### src/rtl/cnt_cmd_seq.sv
// cnt_cmd_seq: FIFO-buffered LOAD/UP/DOWN/HOLD sequencer that drives an 8-bit up/down load counter.
// Optional macro SEQ_SAT_EN: suppress count enables that would wrap the counter (saturating mode).
module cnt_cmd_seq #(
  parameter int DEPTH = 4,
  parameter int AW    = 2
) (
  input  logic        clk,
  input  logic        rst,
  input  logic        cmd_valid,
  output logic        cmd_ready,
  input  logic [1:0]  cmd_op,
  input  logic [7:0]  cmd_arg,
  output logic        ld_cnt_,
  output logic        updn_cnt,
  output logic        count_enb,
  output logic [7:0]  data_in,
  output logic        busy,
  output logic        done,
  output logic [AW:0] fifo_level
);

  typedef enum logic [1:0] {
    OP_LOAD = 2'b00,
    OP_UP   = 2'b01,
    OP_DOWN = 2'b10,
    OP_HOLD = 2'b11
  } op_e;

  typedef enum logic {
    S_IDLE = 1'b0,
    S_EXEC = 1'b1
  } state_e;

  typedef struct packed {
    op_e        op;
    logic [7:0] arg;
  } cmd_t;

  cmd_t          mem [DEPTH];
  cmd_t          head;
  cmd_t          cur;
  logic [AW-1:0] wr_ptr;
  logic [AW-1:0] rd_ptr;
  logic [AW:0]   level;
  state_e        state;
  state_e        state_nxt;
  logic [7:0]    rem;
  logic          done_q;
  logic          full;
  logic          empty;
  logic          push;
  logic          pop;
  logic          last;
  logic          sat_block;

  assign full      = (level == (AW+1)'(DEPTH));
  assign empty     = (level == '0);
  assign cmd_ready = !full;
  assign push      = cmd_valid && !full;
  assign last      = (state == S_EXEC) && (rem == 8'd1);
  // A pop happens either to start from idle or to chain straight into the next command.
  assign pop       = !empty && ((state == S_IDLE) || last);
  assign head      = mem[rd_ptr];

  // NOTE: storage array has no reset; validity is tracked solely by the pointers and level.
  always_ff @(posedge clk) begin
    if (push) mem[wr_ptr] <= '{op: op_e'(cmd_op), arg: cmd_arg};
  end

  // NOTE: sequential state uses non-blocking assignments so every register samples pre-edge values.
  always_ff @(posedge clk) begin
    if (rst) begin
      wr_ptr <= '0;
      rd_ptr <= '0;
      level  <= '0;
    end else begin
      if (push) wr_ptr <= wr_ptr + AW'(1);
      if (pop)  rd_ptr <= rd_ptr + AW'(1);
      case ({push, pop})
        2'b10:   level <= level + (AW+1)'(1);
        2'b01:   level <= level - (AW+1)'(1);
        default: level <= level;
      endcase
    end
  end

  // NOTE: next-state logic assigns its default first so no latch is inferred.
  always_comb begin
    state_nxt = state;
    case (state)
      S_IDLE:  if (!empty) state_nxt = S_EXEC;
      S_EXEC:  if (last && empty) state_nxt = S_IDLE;
      default: state_nxt = S_IDLE;
    endcase
  end

  always_ff @(posedge clk) begin
    if (rst) begin
      state  <= S_IDLE;
      cur    <= '0;
      rem    <= '0;
      done_q <= 1'b0;
    end else begin
      state  <= state_nxt;
      done_q <= last;
      if (pop) begin
        cur <= head;
        // LOAD is always one cycle; a zero count still occupies one hold cycle.
        rem <= (head.op == OP_LOAD || head.arg == 8'd0) ? 8'd1 : head.arg;
      end else if (state == S_EXEC && !last) begin
        rem <= rem - 8'd1;
      end
    end
  end

`ifdef SEQ_SAT_EN
  logic [7:0] shadow;

  // Tracks the counter's value so boundary steps can be suppressed before they wrap.
  always_ff @(posedge clk) begin
    if (rst) begin
      shadow <= '0;
    end else if (state == S_EXEC) begin
      case (cur.op)
        OP_LOAD: shadow <= cur.arg;
        OP_UP:   if (count_enb) shadow <= shadow + 8'd1;
        OP_DOWN: if (count_enb) shadow <= shadow - 8'd1;
        default: shadow <= shadow;
      endcase
    end
  end

  assign sat_block = ((cur.op == OP_UP)   && (shadow == 8'hFF)) ||
                     ((cur.op == OP_DOWN) && (shadow == 8'h00));
`else
  assign sat_block = 1'b0;
`endif

  always_comb begin
    ld_cnt_   = 1'b1;
    updn_cnt  = 1'b0;
    count_enb = 1'b0;
    data_in   = 8'h00;
    if (state == S_EXEC) begin
      case (cur.op)
        OP_LOAD: begin
          ld_cnt_ = 1'b0;
          data_in = cur.arg;
        end
        OP_UP: begin
          updn_cnt  = 1'b1;
          count_enb = (cur.arg != 8'd0) && !sat_block;
        end
        OP_DOWN: begin
          count_enb = (cur.arg != 8'd0) && !sat_block;
        end
        default: ;
      endcase
    end
  end

  assign busy       = (state == S_EXEC) || !empty;
  assign done       = done_q;
  assign fifo_level = level;

endmodule
### config.mk
export PLATFORM = sky130hd
export DESIGN_NAME = cnt_cmd_seq
export DESIGN_NICKNAME = d
export VERILOG_FILES = /design/src/rtl/cnt_cmd_seq.sv
export SDC_FILE = /design/constraint.sdc
export NUM_CORES = 1
export LEC_CHECK = 0
export BUFFER_PORTS_ARGS = -buffer_cell sky130_fd_sc_hd__buf_2
export CORE_MARGIN = 2
export CORE_UTILIZATION = 56
export CTS_BUF_LIST = sky130_fd_sc_hd__clkbuf_8
export DETAILED_ROUTE_END_ITERATION = 16
export GPL_ROUTABILITY_DRIVEN = 0
export PLACE_DENSITY = 0.76
export SLEW_MARGIN = 40
export SYNTH_ARGS = -nofsm -noshare
export SYNTH_HDL_FRONTEND = slang
export SYNTH_SLANG_ARGS = --single-unit
### constraint.sdc
create_clock -name clk -period 4.8 [get_ports clk]
set_input_delay 1.44 -clock clk [delete_from_list [all_inputs] [get_ports clk]]
set_output_delay 1.44 -clock clk [all_outputs]
set_load 0.05 [all_outputs]
==> out/metrics.yaml <==
timing:
  hold_violations: 0
  setup_ws_ps: 1320
  setup_viol: 0
  slew_violations: 0
  fmax_ghz: 0.288
  fin_crit_ps: 3480
  fin_tns_setup_ps: 0
  skew_ps: 4.45
  fin_crit_sh: 0.724
  relSlewSlack: 0.525
  worst_hold_slack_ps: 463
  rsz0062_at_grt: "false"
  tightestPinTransition_ps: 708
yosys:
  async_flop_share: 0
  ys.flop_type: "edfxtp_1"
  ys_seq_elements: 69
  syn_avg_cell_area_um2: 12.0
  synth_cells: 248
  yosys_warnings: 0
  synth_area_leaders: "edfxtp_1 40%, dfxtp_1 19%, mux4_2 7.5%"
  synth_edf_count: 40
  synth_top_cell_by_area: "edfxtp_1"
  ys_types: 39
  seq_area_frac_synth: 0.597
  synth_area_um2: 2990
  synth_top_area_share: 0.402
  syn_nets: 271
routing:
  ant_nets: 0
  drcViolationCount: 0
  drtIter0Drc: 142
  vias: 1944
  viasPerCell: 5.52
  wl_per_cell_um: 15.5
  drt-pass1-iter-count: 4
  wirelength_um: 5470
cells_and_area:
  multi_input_area_um2: 1110
  final_common_cell: "edfxtp_1"
  fillCellCount: 407
  nets: 300
  layout.area.seq_um2: 1780
  drive_gt1_frac: 0.216
  layout-area-overhead-vs-synth_pct: 12.9
  antennaDiodeCount: 0
  final_cell_mix: "40 x edfxtp_1, 34 x nand2_1, 29 x dfxtp_1, 29 x buf_2, 20 x nor2_1"
grt:
  grt_max_degree: 29
  grt_pass1_wl_um: 9080
  antenna_found_initial: 0
  grt_overflow: 0
  grt_use_total: 0.205
  grt_pass1_vias: 1922
pwr:
  power_mw: 2.30
  pwr_density_cell_nw_per_um2: 681
  p_leak_nw: 1.28
  vdd.ir_drop.worst_mv: 0.310
clock_tree:
  cts-resized-gates: 0
  cts-root-buf: "clkbuf_8"
  cts_made_buffers: 9
  clockBufferDepth: 2
  insertion_delay_ps: 340
  ctsHoldBuffers: 0
  postCtsSetupBuffers: 0
  htree_levels: 3
  cts_tree: "done"
  clk_pin_slew_ps: 70
  cts.sinks: 69
placement:
  port_buffers: 29
  pre_cts_slack_ps: 1400
  dp_hpwl_um: 3770
floorplanning:
  fp.dieH_um: 77.0
  start_util: 0.581
  die-area_um2: 5930
  fp-row-count: 26
  core_area_um2: 5140
  ios: 30
  die_x_um: 77.0
min_path:
  worstHoldEndpoint: "cur[9]"
  holdPathStages: 2
  hold_class: "flop to flop"
  min-delay-start: "cur[9]"
setup_path:
  ff2ff_path_depth: 10
  r2r-start: "rem[2]"
  crit_required_ps: 5080
  path_max_fanout: 15
  critPathMostFrequentCell: "inv_1"
  slowest_delay_ps: 680
  cp_slowest_cell: "or4_1"
  reg2reg_to: "fifo_level[2]"
  start_kind: "flop"
  path_class: "flop to flop"
  r2r_slack_ps: 1320
  path_cells: "or4_1, o31ai_4, nand2_2, inv_1, ha_1, inv_1, fa_1, xor2_1, or3_1, a21oi_1"
  crit_family: "simple AND/OR/NAND/NOR gates"
  cp.arrival_ps: 3750
  cp-end-kind: "flop"
  cp_num_buf_inv: 2
run:
  max_cap_violations: 0
status:
  status: "finished clean"
## power by group
| group | switching, mW | total (mW) | internal, mW |
|---|---|---|---|
| combinational | 0.608 | 0.940 | 0.332 |
| clock | 0.226 | 0.467 | 0.241 |
| sequential | 0.124 | 0.888 | 0.764 |
| total | 0.957 | 2.30 | 1.34 |
## synthesized netlist by cell type, types with 3 or more instances
| library cell | count |
|---|---|
| and3_1 | 12 |
| dfxtp_1 | 29 |
| nand2_1 | 34 |
| mux4_2 | 10 |
| a21oi_1 | 18 |
| xnor2_1 | 5 |
| ha_1 | 9 |
| xor2_1 | 4 |
| nor4_1 | 3 |
| inv_1 | 13 |
| nor3_1 | 6 |
| clkbuf_1 | 5 |
| o21ai_0 | 5 |
| buf_1 | 3 |
| a211oi_1 | 5 |
| nor2_1 | 20 |
| edfxtp_1 | 40 |
## metrics by stage
stage           util  area (um2)  cells
6_report       0.656        3370    352
5_1_grt        0.656        3370    352
4_1_cts        0.656        3370    352
3_5_place_dp   0.617        3170    336
3_3_place_gp   0.617        3170    336
2_1_floorplan      -        2990    248
## worst max path at each step
| stage | from | endpoint | slack, ps | cells past startpoint |
|---|---|---|---|---|
| floorplan | state | count_enb | 1700 | 4 |
| global placement | rem[2] | fifo_level[2] | 1530 | 10 |
| detailed placement | rem[2] | fifo_level[2] | 1400 | 10 |
| CTS | rem[2] | fifo_level[2] | 1360 | 10 |
| global route | rem[2] | fifo_level[2] | 1130 | 10 |
| finish | rem[2] | fifo_level[2] | 1320 | 10 |
## flip-flops by register name (all words and copies together), names as in the netlist, named ones only
signal	cells
mem	40
fifo_level	3
wr_ptr	2
state	1
done	1
rd_ptr	2
cur	10
rem	8
## worst min-delay path: stages, from the launching register on
cell and delay, ps:
dfxtp_1 310, nand2_1 50, a21oi_1 50
## cell families after synthesis
logic type	synth area share
AND/OR/NAND/NOR	0.143
flip-flops	0.597
AO/OA/AOI/OAI	0.0817
buffers and inverters	0.0323
multiplexers	0.0754
adder cells (fa/ha/maj)	0.0444
XOR/XNOR	0.0264
## final cells by class
type / count / share of cell area
Multi-Input combinational cell: 155 / 0.329
Sequential cell: 69 / 0.528
Inverter: 13 / 0.0145
Tap cell: 70 / 0.0260
Clock buffer: 9 / 0.0367
Clock inverter: 7 / 0.0226
Timing Repair Buffer: 29 / 0.0430
## per-layer routing
metal  vias to the layer above  part of all wire  global-route usage
met2                        61              0.48               0.330
met4                         0             0.022               0.100
li1                        952                 -                   -
met3                        14             0.058              0.0612
met1                       917              0.44               0.254
met5                         -                 0                   0
No activity file was read; power rests on OpenSTA's default activity.
